[config.mk]
export PLATFORM = sky130hd
export DESIGN_NAME = foct_adc_demod
export DESIGN_NICKNAME = d
export VERILOG_FILES = /design/src/rtl/foct_adc_demod.sv
export SDC_FILE = /design/constraint.sdc
export NUM_CORES = 1
export LEC_CHECK = 0
export ABC_AREA = 1
export CAP_MARGIN = 40
export CORE_MARGIN = 8
export CORE_UTILIZATION = 55
export DETAILED_ROUTE_END_ITERATION = 7
export PLACE_DENSITY = 0.75
export SLEW_MARGIN = 15
export SYNTH_ARGS = -nofsm -noshare
export SYNTH_HDL_FRONTEND = slang
export SYNTH_SLANG_ARGS = --single-unit
[constraint.sdc]
create_clock -name Refin_Clk -period 2.15 [get_ports Refin_Clk]
set_clock_uncertainty 0.05 [all_clocks]
set_input_delay 0.215 -clock Refin_Clk [delete_from_list [all_inputs] [get_ports Refin_Clk]]
set_output_delay 0.215 -clock Refin_Clk [all_outputs]
set_load 0.005 [all_outputs]
[src/rtl/foct_adc_demod.sv]
// foct_adc_demod
//   Receive-side square-wave demodulator for the FOCT modulation loop.
//   A local phase counter mirrors the DAC driver's 6-phase sequence
//   (+amp, +amp, bias, -amp, -amp, bias). The phase goes through an
//   ADC_LAT-deep tag pipeline so each ADC sample is matched with the phase
//   that produced it. Positive and negative phase samples are accumulated over
//   2^ACC_N_LOG2 periods. At the end of the frame the block outputs
//   difference, sum and an overrange flag, with a one-cycle valid strobe.
//
// Ports
//   Refin_Clk   in   reference clock (shared with DAC driver), rising edge
//   Sys_Rst_n   in   asynchronous active-low reset
//   SYS_START   in   synchronous run enable; low = idle / realign
//   ADC_DATA    in   ADC sample, unsigned offset binary
//   Demod_Out   out  signed pos_sum - neg_sum
//   Sum_Out     out  unsigned pos_sum + neg_sum
//   Overrange   out  some accumulated sample of the frame was 0 or full scale
//   Data_Valid  out  one-cycle pulse when the outputs above are updated
module foct_adc_demod #(
  parameter int ADC_W      = 14,
  parameter int ACC_N_LOG2 = 8,
  parameter int ADC_LAT    = 3
) (
  input  logic                                 Refin_Clk,
  input  logic                                 Sys_Rst_n,
  input  logic                                 SYS_START,
  input  logic [ADC_W-1:0]                     ADC_DATA,
  output logic signed [ADC_W+ACC_N_LOG2+1:0]   Demod_Out,
  output logic [ADC_W+ACC_N_LOG2+1:0]          Sum_Out,
  output logic                                 Overrange,
  output logic                                 Data_Valid
);

  localparam int AW = ADC_W + ACC_N_LOG2 + 1;  // accumulator width
  localparam int OW = AW + 1;                  // result width

  // phase issue
  logic                     r_run;   // a phase was issued at the previous edge
  logic [2:0]               r_p;     // phase issued at the previous edge
  logic [2:0]               w_p;     // phase issued at this edge

  // tag pipeline: stage i holds the phase issued i+1 edges ago
  logic [ADC_LAT-1:0]       r_tvld;
  logic [ADC_LAT-1:0][2:0]  r_tag;

  logic [AW-1:0]            r_pos, r_neg;
  logic [ACC_N_LOG2-1:0]    r_per;
  logic                     r_ovr;

  logic signed [OW-1:0]     r_demod;
  logic [OW-1:0]            r_sum;
  logic                     r_ovr_out;
  logic                     r_dv;

  logic [2:0]               w_q;
  logic                     w_qv;
  logic                     w_pos_smp, w_neg_smp, w_per_end, w_frame_end, w_ovr_smp;
  logic [AW-1:0]            w_data;
  logic [OW-1:0]            w_sum;
  logic signed [OW-1:0]     w_diff;

  // The first edge with SYS_START high always issues phase 0.
  assign w_p = !r_run ? 3'd0 : (r_p == 3'd5) ? 3'd0 : 3'(r_p + 3'd1);

  // Tag of the sample at this edge = phase issued ADC_LAT edges earlier.
  assign w_q  = r_tag[ADC_LAT-1];
  assign w_qv = r_tvld[ADC_LAT-1];

  assign w_pos_smp   = w_qv && (w_q == 3'd0 || w_q == 3'd1);
  assign w_neg_smp   = w_qv && (w_q == 3'd3 || w_q == 3'd4);
  assign w_per_end   = w_qv && (w_q == 3'd5);
  assign w_frame_end = w_per_end && (&r_per);
  assign w_ovr_smp   = (w_pos_smp || w_neg_smp) &&
                       (ADC_DATA == '0 || ADC_DATA == '1);

  assign w_data = AW'(ADC_DATA);
  // The q=5 sample is never accumulated, so the current accumulators are
  // already the complete frame when the frame ends.
  assign w_sum  = {1'b0, r_pos} + {1'b0, r_neg};
  assign w_diff = $signed({1'b0, r_pos}) - $signed({1'b0, r_neg});

  always_ff @(posedge Refin_Clk or negedge Sys_Rst_n) begin
    if (!Sys_Rst_n) begin
      r_run     <= 1'b0;
      r_p       <= '0;
      r_tvld    <= '0;
      r_tag     <= '0;
      r_pos     <= '0;
      r_neg     <= '0;
      r_per     <= '0;
      r_ovr     <= 1'b0;
      r_demod   <= '0;
      r_sum     <= '0;
      r_ovr_out <= 1'b0;
      r_dv      <= 1'b0;
    end else if (!SYS_START) begin
      // Idle / realign: drop the partial frame, hold the last results.
      r_run  <= 1'b0;
      r_p    <= '0;
      r_tvld <= '0;
      r_pos  <= '0;
      r_neg  <= '0;
      r_per  <= '0;
      r_ovr  <= 1'b0;
      r_dv   <= 1'b0;
    end else begin
      r_run     <= 1'b1;
      r_p       <= w_p;
      r_tvld[0] <= 1'b1;
      r_tag[0]  <= w_p;
      for (int i = 1; i < ADC_LAT; i++) begin
        r_tvld[i] <= r_tvld[i-1];
        r_tag[i]  <= r_tag[i-1];
      end
      r_dv <= 1'b0;
      if (w_frame_end) begin
        r_demod   <= w_diff;
        r_sum     <= w_sum;
        r_ovr_out <= r_ovr;
        r_dv      <= 1'b1;
        r_pos     <= '0;
        r_neg     <= '0;
        r_per     <= '0;
        r_ovr     <= 1'b0;
      end else begin
        if (w_pos_smp) r_pos <= r_pos + w_data;
        if (w_neg_smp) r_neg <= r_neg + w_data;
        if (w_ovr_smp) r_ovr <= 1'b1;
        if (w_per_end) r_per <= r_per + 1'b1;
      end
    end
  end

  assign Demod_Out  = r_demod;
  assign Sum_Out    = r_sum;
  assign Overrange  = r_ovr_out;
  assign Data_Valid = r_dv;

endmodule

# Yosys cells after proc, flatten, opt, wreduce, memory -nomap -nowiden
# Index checks and enable logic that the tools add are counted.
totals:
  ff_bits: 121
  latchBits: 0
  ram_bits: 0
  rom_bits: 0
  in_bits: 17
  output_inout_bits: 50
  elab_cells: 62
  n_memories: 0
op_classes:
  add_sub_neg: 6
  mul: 0
  n_div: 0
  order_cmp: 0
  eq_ne: 10
  shift: 0
  muxes: 19
  bitwise: 0
  reduce_logical: 13
op_table:
  columns: ["op", "n"]
  rows:
  - ["23-bit two-way mux", 6]
  - ["23-bit by 14-bit adder with 23-bit output", 2]
  - ["23-bit by 23-bit adder with 24-bit output", 1]
  - ["8-bit two-way mux", 3]
  - ["23-bit by 23-bit subtractor with 24-bit output", 1]
  - ["14-bit equality test (second input constant)", 1]
  - ["14-bit logical NOT", 1]
  - ["3-bit two-way mux", 4]
  - ["3-bit by 1-bit != test with 1-bit output (second input constant)", 4]
  - ["3-bit equality test (second input constant)", 3]
  - ["8-bit by 1-bit adder with 8-bit output (second input constant)", 1]
  - ["8-bit AND reduction", 1]
  - ["1-bit two-way mux", 6]
  - ["1-bit logical AND", 5]
  - ["1-bit logical OR", 4]
  - ["3-bit by 1-bit adder with 3-bit output (second input constant)", 1]
  - ["3-bit by 1-bit equality test with 1-bit output (second input constant)", 1]
  - ["3-bit by 2-bit equality test with 1-bit output (second input constant)", 1]
  - ["3-bit logical NOT", 1]
  - ["2-bit AND reduction", 1]

# Longest topological paths before layout
# Gate-level depths: netlist (run 1).
logic_depth:
  ltp_word: 8
  depth_mapped: 15
  depth_no_buf: 14

# Worst setup path before layout (run 1)
# OpenSTA, ideal clock, no wires.
synth_timing:
  path_kind: "register to register"
  from: "register r_pos[0]"
  to: "register r_demod[12] (netlist: Demod_Out[12])"
  setup_time_ns: 0.117
  arrival_time_ns: 1.718
  required_time_ns: 1.983
  slack_ns: 0.264
  stages_incl_launch_ff: 12
  path_buffers: 0
  synth_period_minus_slack_ns: 1.886
  cell_sequence: "dfrtp_1 -> inv_1 -> ha_1 -> fa_1 -> nor2_1 -> nor2_1 -> o21bai_1 -> nand2_1 -> nand2_1 -> nand2_1 -> nand3_1 -> nand2_1"
synth_via:
  elab_chain_len: 1
synth_lines:
  columns: ["item", "line_no", "text"]
  rows:
  - ["start: declaration", "46", "logic [AW-1:0] r_pos, r_neg;"]
  - ["start signal: assignment", "126", "if (w_pos_smp) r_pos <= r_pos + w_data;"]
  - ["23-bit by 23-bit subtractor with 24-bit output", "80", "assign w_diff = $signed({1'b0, r_pos}) - $signed({1'b0, r_neg});"]
  - ["end signal: assignment", "117", "r_demod <= w_diff;"]
  - ["end: declaration", "50", "logic signed [OW-1:0] r_demod;"]
# No other way between the ends.
# A chain may end at the register's enable or synchronous reset.

# Worst setup path after layout (run 1)
layout_timing:
  from: "register r_pos[7]"
  to: "register r_sum[20] (netlist: Sum_Out[20])"
layout_via:
  elab_chain_len: 1
layout_lines:
  columns: ["item", "line_no", "text"]
  rows:
  - ["23-bit by 23-bit adder with 24-bit output", "79", "assign w_sum = {1'b0, r_pos} + {1'b0, r_neg};"]
  - ["end signal: assignment", "118", "r_sum <= w_sum;"]
  - ["end: declaration", "51", "logic [OW-1:0] r_sum;"]
# No other way between the ends.

==> impl_metrics.env, run 1 <==
export IMPL_power_combinational_fraction_pct=19.0
export IMPL_grt_total_usage_pct=27.8
export IMPL_critical_path_arrival_ns=2.37
export IMPL_root_buffer="sky130_fd_sc_hd__clkbuf_16"
export IMPL_highest_net_fanout_along_the_worst_path=6
export IMPL_unrepaired_setup_endpoints_after_global_routing="true"
export IMPL_dp_hpwl_mm=24.2
export IMPL_timing_max_slew_rel_slack_pct=64.6
export IMPL_antenna_cells=0
export IMPL_final_setup_worst_slack_ns=0.0515
export IMPL_antenna_found_initial=0
export IMPL_drc=0
export IMPL_power_share_switching_pct=31.3
export IMPL_cell_internal_pwr_mw=4.44
export IMPL_last_weighted_congestion_value_of_the_routability_driven_placer=1.01
export IMPL_grt_start_max_net_pins=49
export IMPL_synth_top_cell_by_area="sky130_fd_sc_hd__dfrtp_1"
export IMPL_postSynth_topFlopCell="sky130_fd_sc_hd__dfrtp_1"
export IMPL_seq_power_share_pct=36.1
export IMPL_cts_sinks=119
export IMPL_layout_min_cycle_time_ns=2.10
export IMPL_synth_top_area_share_pct=31.0
export IMPL_cts_inserted_buffers=17
export IMPL_initial_core_util_pct=56.0
export IMPL_finalCritPeriodShare_pct=97.6
export IMPL_max_cap_viol_count=0
export IMPL_flow_area_growth_from_synthesis_pct=31.8
export IMPL_number_of_drc_markers_in_iteration_0=818
export IMPL_synth_seq_cells=119
export IMPL_cellLeakagePower_nw=6.85
export IMPL_switching_power_of_the_nets_mw=2.02
export IMPL_cts_path_max_buffers=2
export IMPL_ys_warn_count=0
export IMPL_synthCells=1471
export IMPL_first_pass_iters=5
export IMPL_synth_fp_nets=1567
export IMPL_chipHeight_um=148
export IMPL_path_class_of_the_lowest_slack_min_delay_path="input pin to asynchronous set/reset pin"
export IMPL_final_nets=1787
export IMPL_end_kind="flip-flop"
export IMPL_path_clk_slew_ns=0.07
export IMPL_die_outline_area_sq_um=22000
export IMPL_syn_avg_cell_area_sq_um=6.54
export IMPL_worst_ir_drop_vdd_uv=556
export IMPL_postLayoutCellArea_sq_um=12700
export IMPL_route_detailed_wl_per_inst_um=16.0
export IMPL_worst_endpoint_required_ns=2.42
export IMPL_synth_async_sr_flop_share_pct=100
export IMPL_setup_violations=0
export IMPL_port_buffers=66
export IMPL_netlist_top_cells_area="sky130_fd_sc_hd__dfrtp_1 31%, sky130_fd_sc_hd__nand2_1 20%, sky130_fd_sc_hd__ha_1 9.8%, sky130_fd_sc_hd__inv_1 7.5%, sky130_fd_sc_hd__nor2_1 5.9%"
export IMPL_worst_slew_pin_transition_ns=0.532
export IMPL_globalRouteOverflowTotal=0
export IMPL_timing_reg2reg_setup_slack_ns=0.05
export IMPL_drv_slew=0
export IMPL_fmaxAchievable_ghz=0.477
export IMPL_coreArea_sq_um=17200
export IMPL_grt_first_pass_wirelength_mm=48.6
export IMPL_post_synth_num_cell_types=39
export IMPL_p_clk_share_pct=45.0
export IMPL_insertion_delay_ns=0.42
export IMPL_power_density_cell_area_nw_per_um2=510
export IMPL_tritoncts="built"
export IMPL_outcome="complete, no violations"
export IMPL_post_place_ws_ns=-0.256
export IMPL_floorplan_die_width_um=148
export IMPL_vias_per_cell=5.41
export IMPL_vias_in_the_first_global_route=9802
export IMPL_boundaryPins=67
export IMPL_critical_path_start_end_classification="flip-flop to flip-flop"
export IMPL_hold_viol=0
export IMPL_start_kind="flip-flop"
export IMPL_seq_area_frac_synth_pct=31.0
export IMPL_synth_enable_flop_cells=0
export IMPL_postRouteAntennaNets=0
export IMPL_fp_row_count=48
export IMPL_detailroute_via_count=10440
export IMPL_post_route_util_pct=73.8
export IMPL_cts_htree_levels=4
export IMPL_placedInstanceArea_sq_um=11700
export IMPL_detailed_route_wl_mm=30.9
export IMPL_ratio_of_cells_with_drive_above_1_in_the_final_layout_pct=17.5
export IMPL_mappedNetlistArea_sq_um=9610
-- through the flow --
stage	std cells	total power [mW]	setup TNS, ns	hold WS [ns]
after floorplan	1471	2.99	0	-0.131
after global placement	1892	3.50	-2.64	0.163
after detailed placement	1892	3.52	-4.29	0.177
after CTS	1925	6.40	0	0.282
after global routing	1929	6.70	-0.457	0.316
final	1929	6.46	0	0.260
-- synthesized netlist by cell type, drive strengths merged, types with 4 or more instances --
master / number
ha: 75
a21oi: 73
clkbuf: 4
fa: 4
nand2: 505
buf: 28
nand3: 112
inv: 200
xor2: 24
nand4: 24
o21ai: 69
o22ai: 9
o21bai: 13
nor2: 156
xnor2: 11
nor4: 8
dfrtp: 119
nor3: 25
-- critical path, cell delays in order (launching register included) --
cell	delay [ns]
sky130_fd_sc_hd__dfrtp_2	0.46
sky130_fd_sc_hd__ha_1	0.33
sky130_fd_sc_hd__buf_4	0.17
sky130_fd_sc_hd__nor2_2	0.18
sky130_fd_sc_hd__nand2_2	0.12
sky130_fd_sc_hd__nor2_4	0.14
sky130_fd_sc_hd__nand2_1	0.09
sky130_fd_sc_hd__nand3_2	0.13
sky130_fd_sc_hd__nand2_1	0.08
sky130_fd_sc_hd__nand2_1	0.06
sky130_fd_sc_hd__nand2_1	0.05
sky130_fd_sc_hd__nand3_1	0.08
sky130_fd_sc_hd__nand2_1	0.05
-- layer usage --
layer	up-vias	global-route usage [%]	wire length (um)
met5	-	0	0
met4	0	9.59	953
met3	78	4.74	1940
met2	389	47.1	14800
met1	4840	35.2	13200
li1	5133	-	-
-- final timing paths --
kind	from	to	depth (start not counted)
max in group asynchronous	Sys_Rst_n	r_tag[4]$_DFFE_PN0P_	3
hold reg to reg	r_tvld[1]$_DFF_PN0_	r_tvld[2]$_DFF_PN0_	2
setup reg to reg	r_pos[7]$_DFFE_PN0P_	Sum_Out[20]$_DFFE_PN0P_	12
hold / removal	Sys_Rst_n	Sum_Out[3]$_DFFE_PN0P_	2
setup / recovery	r_pos[7]$_DFFE_PN0P_	Sum_Out[20]$_DFFE_PN0P_	12
min in group Refin_Clk	r_tvld[1]$_DFF_PN0_	r_tvld[2]$_DFF_PN0_	2
-- layout by cell type (no fill, tap or decap), types with 2 or more instances in the layout --
| cell | n |
|---|---|
| sky130_fd_sc_hd__a21oi_2 | 6 |
| sky130_fd_sc_hd__nor4_1 | 8 |
| sky130_fd_sc_hd__buf_4 | 162 |
| sky130_fd_sc_hd__dfrtp_2 | 4 |
| sky130_fd_sc_hd__nor2_1 | 138 |
| sky130_fd_sc_hd__ha_1 | 52 |
| sky130_fd_sc_hd__dfrtp_1 | 115 |
| sky130_fd_sc_hd__xnor2_1 | 11 |
| sky130_fd_sc_hd__o21bai_2 | 3 |
| sky130_fd_sc_hd__nor2_2 | 15 |
| sky130_fd_sc_hd__inv_8 | 4 |
| sky130_fd_sc_hd__clkbuf_16 | 17 |
| sky130_fd_sc_hd__ha_2 | 10 |
| sky130_fd_sc_hd__inv_6 | 7 |
| sky130_fd_sc_hd__o21ai_0 | 56 |
| sky130_fd_sc_hd__o22ai_1 | 9 |
| sky130_fd_sc_hd__clkdlybuf4s50_1 | 65 |
| sky130_fd_sc_hd__and2_1 | 2 |
| sky130_fd_sc_hd__inv_1 | 193 |
| sky130_fd_sc_hd__o21bai_1 | 10 |
| sky130_fd_sc_hd__nand2_4 | 2 |
| sky130_fd_sc_hd__xor2_1 | 24 |
| sky130_fd_sc_hd__nor3_2 | 5 |
| sky130_fd_sc_hd__inv_2 | 7 |
| sky130_fd_sc_hd__nand3_1 | 102 |
| sky130_fd_sc_hd__fa_2 | 4 |
| sky130_fd_sc_hd__clkinvlp_4 | 3 |
| sky130_fd_sc_hd__nand3_2 | 8 |
| sky130_fd_sc_hd__buf_12 | 5 |
| sky130_fd_sc_hd__nor2_4 | 2 |
| sky130_fd_sc_hd__nor3_1 | 19 |
| sky130_fd_sc_hd__o21ai_1 | 12 |
| sky130_fd_sc_hd__nand3b_1 | 3 |
| sky130_fd_sc_hd__nand4_1 | 24 |
| sky130_fd_sc_hd__nand2_1 | 490 |
| sky130_fd_sc_hd__a21oi_1 | 67 |
| sky130_fd_sc_hd__nand3_4 | 2 |
| sky130_fd_sc_hd__nand2_2 | 13 |
| sky130_fd_sc_hd__ha_4 | 13 |
-- registers in the layout, summed over array words and instances, names as in the netlist, 3 cells and up --
name,cells
Sum_Out,23
Demod_Out,24
w_q,3
r_neg,23
r_tvld,3
r_pos,23
r_tag,6
r_per,8
r_p,3
-- logic make-up after synthesis --
kind of cell	share of synthesized area [%]
AOI/OAI and AO/OA	9.24
xor gates and xnor gates	3.19
adders and majority gates	10.6
buffers and inverters	9.60
DFF	31.0
and+or+nand+nor	36.4
-- power groups by stage --
stage	Combinational, mW	Sequential [mW]	Clock, mW
after floorplan	0.631	2.36	0
after global placement	1.14	2.36	0
after detailed placement	1.16	2.37	0
after CTS	1.17	2.33	2.91
after global routing	1.36	2.33	3.01
final	1.23	2.33	2.91
-- what timing repair did --
item / CTS / global route
gates cloned: 0 / 0
hold buffers: 1 / 0
gates resized for setup: 7 / 91
setup endpoints to repair: 13 / 51
pin swaps: 1 / 8
hold endpoints to repair: 34 / 0
setup buffers: 0 / 4
-- layout make-up --
| class | instances | area (sq um) |
|---|---|---|
| tap | 225 | 282 |
| clock inverter | 15 | 159 |
| timing repair buffer | 233 | 1980 |
| multi-input combinational | 1120 | 6100 |
| fill | 1464 | 4500 |
| inverter | 200 | 751 |
| clock buffer | 17 | 425 |
| sequential | 119 | 2980 |
(Power assumes the default switching activity.)
==> run 2, diff against run 1 <==
--- a/config.mk
+++ b/config.mk
@@ -8,9 +8,10 @@
 export ABC_AREA = 1
 export CAP_MARGIN = 40
 export CORE_MARGIN = 8
-export CORE_UTILIZATION = 55
+export CORE_UTILIZATION = 50
 export DETAILED_ROUTE_END_ITERATION = 7
-export PLACE_DENSITY = 0.75
+export MAX_ROUTING_LAYER = met4
+export PLACE_DENSITY = 0.69
 export SLEW_MARGIN = 15
 export SYNTH_ARGS = -nofsm -noshare
 export SYNTH_HDL_FRONTEND = slang
==> constraint.sdc (replaced) <==
create_clock -name Refin_Clk -period 2.15 [get_ports Refin_Clk]
set_clock_uncertainty 0.05 [all_clocks]
set_input_delay 0.3225 -clock Refin_Clk [delete_from_list [all_inputs] [get_ports Refin_Clk]]
set_output_delay 0.3225 -clock Refin_Clk [all_outputs]
set_load 0.005 [all_outputs]
==> impl_metrics.env, run 2 (synthesis results as in run 1) <==
export IMPL_highest_net_fanout_along_the_worst_path=8
export IMPL_critical_path_start_end_classification="flip-flop to flip-flop"
export IMPL_cts_htree_levels=4
export IMPL_cts_inserted_buffers=17
export IMPL_cts_sinks=119
export IMPL_largest_register_ff_count=24
export IMPL_cp_slowest_cell="sky130_fd_sc_hd__o21ai_0"
export IMPL_drv_slew=0
export IMPL_worst_path_most_repeated_cell="sky130_fd_sc_hd__nand2_1"
export IMPL_max_cap_viol_count=0
export IMPL_path_cells="ha_2, o21ai_0, a21oi_2, nor2_1, nor2_1, nand2_1, nand2_1, nand3_1, nand2_1"
export IMPL_worst_setup_path_startpoint="r_pos[10]$_DFFE_PN0P_"
export IMPL_crit_reg2reg_launch="r_pos[10]$_DFFE_PN0P_"
export IMPL_timing_critical_path_slowest_cell_delay_ns=0.49
export IMPL_worst_endpoint_required_ns=2.42
export IMPL_path_class_of_the_lowest_slack_min_delay_path="input pin to asynchronous set/reset pin"
export IMPL_root_buffer="sky130_fd_sc_hd__clkbuf_16"
export IMPL_initial_core_util_pct=51.2
export IMPL_layout_commonest_cell="sky130_fd_sc_hd__nand2_1"
export IMPL_grt_start_max_net_pins=47
export IMPL_flow_area_growth_from_synthesis_pct=32.4
export IMPL_detailed_route_wl_mm=30.3
export IMPL_die_outline_area_sq_um=23900
export IMPL_final_setup_worst_slack_ns=0.0441
export IMPL_port_buffers=66
export IMPL_hold_viol=0
export IMPL_boundaryPins=67
export IMPL_postRouteAntennaNets=0
export IMPL_tritoncts="built"
export IMPL_power_density_cell_area_nw_per_um2=513
export IMPL_setup_violations=0
export IMPL_floorplan_die_width_um=155
export IMPL_critical_path_arrival_ns=2.38
export IMPL_switching_power_of_the_nets_mw=1.99
export IMPL_worst_slew_pin_transition_ns=0.548
export IMPL_coreArea_sq_um=18800
export IMPL_final_nets=1795
export IMPL_end_kind="flip-flop"
export IMPL_ratio_of_cells_with_drive_above_1_in_the_final_layout_pct=17.9
export IMPL_detailroute_via_count=10248
export IMPL_number_of_drc_markers_in_iteration_0=788
export IMPL_path_clk_slew_ns=0.06
export IMPL_worst_path_buf_inv=0
export IMPL_chipHeight_um=155
export IMPL_fp_row_count=50
export IMPL_route_detailed_wl_per_inst_um=15.6
export IMPL_timing_max_slew_rel_slack_pct=63.1
export IMPL_start_kind="flip-flop"
export IMPL_fmaxAchievable_ghz=0.475
export IMPL_cts_path_max_buffers=2
export IMPL_power_combinational_fraction_pct=18.5
export IMPL_timing_reg2reg_setup_slack_ns=0.04
export IMPL_p_clk_share_pct=45.9
export IMPL_grt_first_pass_wirelength_mm=47.9
export IMPL_worst_ir_drop_vdd_uv=571
export IMPL_drc=0
export IMPL_dp_hpwl_mm=24.2
export IMPL_grt_total_usage_pct=26.0
export IMPL_antenna_found_initial=0
export IMPL_first_pass_iters=6
export IMPL_power_share_switching_pct=30.4
export IMPL_cellLeakagePower_nw=6.90
export IMPL_most_common_layout_cells="489 x sky130_fd_sc_hd__nand2_1, 189 x sky130_fd_sc_hd__inv_1, 172 x sky130_fd_sc_hd__buf_4"
export IMPL_whs_ns=0.247
export IMPL_post_place_ws_ns=-0.368
export IMPL_antenna_cells=0
export IMPL_last_weighted_congestion_value_of_the_routability_driven_placer=1.02
export IMPL_globalRouteOverflowTotal=0
export IMPL_layout_min_cycle_time_ns=2.11
export IMPL_vias_in_the_first_global_route=9628
export IMPL_outcome="complete, no violations"
export IMPL_unrepaired_setup_endpoints_after_global_routing="true"
export IMPL_insertion_delay_ns=0.43
export IMPL_critical_path_top_delay_family="simple AND/OR/NAND/NOR gates"
export IMPL_vias_per_cell=5.27
export IMPL_cell_internal_pwr_mw=4.55
export IMPL_seq_power_share_pct=35.6
export IMPL_finalCritPeriodShare_pct=97.9
-- run 2: changes by cell type in the layout (fill, tap and decap cells not counted), moves of 4 or more --
cell and change:
sky130_fd_sc_hd__inv_6 -5, sky130_fd_sc_hd__buf_4 +10, sky130_fd_sc_hd__nor2_2 -6, sky130_fd_sc_hd__clkinv_4 +6
sky130_fd_sc_hd__inv_1 -4, sky130_fd_sc_hd__inv_2 +4, sky130_fd_sc_hd__nor2_1 +7
-- run 2: worst register-to-register path: cells and delay by family (launching register included) --
family                   cells  cell delay [ns]
flip-flops                   1             0.41
adder cells (fa/ha/maj)      1             0.37
AO/OA/AOI/OAI                2             0.58
AND/OR/NAND/NOR              6             0.61
-- run 2: power by group through the flow --
stage | clock (mW) | sequential [mW] | combinational [mW]
after floorplan | 0 | 2.36 | 0.631
after global placement | 0 | 2.36 | 1.13
after detailed placement | 0 | 2.37 | 1.15
after CTS | 3.03 | 2.33 | 1.16
after global routing | 3.13 | 2.33 | 1.35
final | 3.00 | 2.33 | 1.21
-- run 2: routing by layer --
metal	GRT usage (%)	wire, um	part of all wire (%)
met5	-	0	0
met4	9.43	945	3.1
met3	3.62	1630	5.4
met2	41.9	14000	46
met1	32.8	13700	45
-- run 2: through the flow --
step | std cells | setup TNS [ns] | area (sq um) | utilization, % | total power [mW]
after CTS | 1942 | 0 | 12300 | 65.8 | 6.52
final | 1946 | 0 | 12700 | 67.8 | 6.54
after global routing | 1946 | -0.358 | 12700 | 67.8 | 6.82
after detailed placement | 1909 | -7.75 | 11700 | 62.4 | 3.52
after global placement | 1909 | -6.11 | 11700 | 62.4 | 3.50
after floorplan | 1471 | 0 | 9610 | - | 2.99
-- run 2: worst paths after layout --
path | to | depth (start not counted)
setup reg to reg | Sum_Out[15]$_DFFE_PN0P_ | 9
hold reg to reg | r_tvld[2]$_DFF_PN0_ | 2
setup / recovery | Sum_Out[15]$_DFFE_PN0P_ | 9
max in group asynchronous | r_neg[20]$_DFFE_PN0P_ | 3
min in group Refin_Clk | r_tvld[2]$_DFF_PN0_ | 2
hold / removal | Sum_Out[4]$_DFFE_PN0P_ | 2
-- run 2: cell type report --
class	count	area, sq um
multi-input cells	1120	6090
flip-flops and latches	119	2980
clock inverters	15	186
fillers	1660	6030
well taps	234	293
inverters	200	751
clock buffers	17	425
repair buffers	241	2010
-- run 2: repair_timing --
action,in CTS,in global routing
pin swaps,1,16
hold buffers,1,0
buffers inserted,0,4
endpoints found under the hold margin,93,0
gates resized for setup,5,91
endpoints found under the setup margin,11,54
==> run 3, diff against run 2 <==
--- a/config.mk
+++ b/config.mk
@@ -8,10 +8,9 @@
 export ABC_AREA = 1
 export CAP_MARGIN = 40
 export CORE_MARGIN = 8
-export CORE_UTILIZATION = 50
+export CORE_UTILIZATION = 35
 export DETAILED_ROUTE_END_ITERATION = 7
 export MAX_ROUTING_LAYER = met4
-export PLACE_DENSITY = 0.69
 export SLEW_MARGIN = 15
 export SYNTH_ARGS = -nofsm -noshare
 export SYNTH_HDL_FRONTEND = slang
==> impl_metrics.env, run 3 (synthesis results as in run 1) <==
export IMPL_outcome="complete, no violations"
export IMPL_worst_setup_path_startpoint="r_pos[0]$_DFFE_PN0P_"
export IMPL_most_common_layout_cells="493 x sky130_fd_sc_hd__nand2_1, 193 x sky130_fd_sc_hd__buf_4, 192 x sky130_fd_sc_hd__inv_1"
export IMPL_boundaryPins=67
export IMPL_cellLeakagePower_nw=6.96
export IMPL_grt_first_pass_wirelength_mm=50.6
export IMPL_coreArea_sq_um=27000
export IMPL_route_detailed_wl_per_inst_um=15.3
export IMPL_setup_violations=0
export IMPL_postRouteAntennaNets=0
export IMPL_drv_slew=0
export IMPL_ratio_of_cells_with_drive_above_1_in_the_final_layout_pct=18.7
export IMPL_flow_area_growth_from_synthesis_pct=34.9
export IMPL_drc=0
export IMPL_chipHeight_um=182
export IMPL_port_buffers=66
export IMPL_worst_slew_pin_transition_ns=0.443
export IMPL_globalRouteOverflowTotal=0
export IMPL_antenna_found_initial=1
export IMPL_dp_hpwl_mm=26.0
export IMPL_cts_sinks=119
export IMPL_final_setup_worst_slack_ns=0.0984
export IMPL_cts_path_max_buffers=2
export IMPL_end_kind="flip-flop"
export IMPL_grt_start_max_net_pins=62
export IMPL_detailed_route_wl_mm=31.8
export IMPL_critical_path_arrival_ns=2.33
export IMPL_cp_slowest_cell="sky130_fd_sc_hd__dfrtp_1"
export IMPL_post_place_ws_ns=-0.411
export IMPL_layout_min_cycle_time_ns=2.05
export IMPL_fmaxAchievable_ghz=0.487
export IMPL_unrepaired_setup_endpoints_after_global_routing="true"
export IMPL_max_cap_viol_count=0
export IMPL_tritoncts="built"
export IMPL_path_class_of_the_lowest_slack_min_delay_path="input pin to asynchronous set/reset pin"
export IMPL_cts_inserted_buffers=17
export IMPL_worst_path_most_repeated_cell="sky130_fd_sc_hd__nand2_1"
export IMPL_hold_viol=0
export IMPL_vias_per_cell=4.86
export IMPL_path_cells="ha_2, inv_1, fa_2, inv_1, nand2_1, nand3_2, inv_1, o21bai_1, nand2_1, nand2_1, nand2_1, nand3_1, nand2_1"
export IMPL_cts_htree_levels=4
export IMPL_timing_critical_path_slowest_cell_delay_ns=0.40
export IMPL_highest_net_fanout_along_the_worst_path=3
export IMPL_detailroute_via_count=10089
export IMPL_worst_ir_drop_vdd_uv=501
export IMPL_number_of_drc_markers_in_iteration_0=543
export IMPL_floorplan_die_width_um=182
export IMPL_first_pass_iters=5
export IMPL_start_kind="flip-flop"
export IMPL_insertion_delay_ns=0.43
export IMPL_last_weighted_congestion_value_of_the_routability_driven_placer=0.964
export IMPL_path_clk_slew_ns=0.07
export IMPL_layout_commonest_cell="sky130_fd_sc_hd__nand2_1"
export IMPL_root_buffer="sky130_fd_sc_hd__clkbuf_16"
export IMPL_largest_register_ff_count=24
export IMPL_finalCritPeriodShare_pct=95.4
export IMPL_critical_path_start_end_classification="flip-flop to flip-flop"
export IMPL_initial_core_util_pct=35.7
export IMPL_grt_total_usage_pct=19.9
export IMPL_vias_in_the_first_global_route=9880
export IMPL_die_outline_area_sq_um=33000
export IMPL_final_nets=1816
export IMPL_fp_row_count=60
export IMPL_post_layout_total_power_mw=6.51
export IMPL_crit_reg2reg_launch="r_pos[0]$_DFFE_PN0P_"
export IMPL_power_density_cell_area_nw_per_um2=502
export IMPL_timing_max_slew_rel_slack_pct=70.2
export IMPL_timing_reg2reg_setup_slack_ns=0.1
export IMPL_worst_endpoint_required_ns=2.43
==> run 3: cell type report <==
cell class | instances | area [sq um]
fillers | 2742 | 14000
multi-input cells | 1120 | 6060
flip-flops and latches | 119 | 2980
repair buffers | 262 | 2170
inverters | 200 | 751
well taps | 341 | 427
clock buffers | 17 | 425
clock inverters | 15 | 159
diodes | 1 | 2.50
==> run 3: what timing repair did <==
| action | in CTS | in global routing |
|---|---|---|
| endpoints found under the hold margin | 19 | 0 |
| hold buffers | 1 | 0 |
| endpoints found under the setup margin | 15 | 55 |
| setup buffers | 0 | 4 |
| gates resized for setup | 8 | 82 |
| pin swaps | 2 | 8 |
==> run 3: worst max-delay path, delay by kind of cell (launching register included) <==
family                   cells  cell delay, ns
AND/OR/NAND/NOR              7            0.56
flip-flops                   1            0.40
buffers and inverters        3            0.19
adder cells (fa/ha/maj)      2            0.55
AO/OA/AOI/OAI                1            0.20
==> run 3: where the power goes <==
part	internal [mW]	leakage, nW	switching, mW
combinational	0.519	5.09	0.736
clock	1.64	0.280	1.29
sequential	2.29	1.60	0.0384
==> run 3: stage by stage <==
stage / instance area, sq um / hold WS [ns] / cells / TNS [ns] / util [%]
2_1_floorplan: 9610 / -0.0231 / 1471 / 0 / -
3_3_place_gp: 12000 / 0.201 / 2037 / -7.36 / 44.5
3_5_place_dp: 12000 / 0.200 / 2037 / -8.95 / 44.5
4_1_cts: 12600 / 0.287 / 2070 / 0 / 46.8
5_1_grt: 13000 / 0.322 / 2075 / -0.157 / 48.1
6_report: 13000 / 0.296 / 2075 / 0 / 48.1
==> run 3: path summary, 6_finish.rpt <==
path / to / cells after the start
hold / removal: Demod_Out[6]$_DFFE_PN0P_ / 2
hold reg to reg: r_tvld[2]$_DFF_PN0_ / 2
setup reg to reg: Sum_Out[16]$_DFFE_PN0P_ / 13
min in group Refin_Clk: r_tvld[2]$_DFF_PN0_ / 2
setup / recovery: Sum_Out[16]$_DFFE_PN0P_ / 13
max in group asynchronous: Demod_Out[21]$_DFFE_PN0P_ / 3
==> run 3: metal layers <==
metal	global-route usage, %	vias to the layer above	wire length, um
li1	-	5186	-
met1	25.2	4630	14700
met2	31.9	232	14700
met3	3.33	41	1620
met4	6.63	0	741
met5	-	-	0
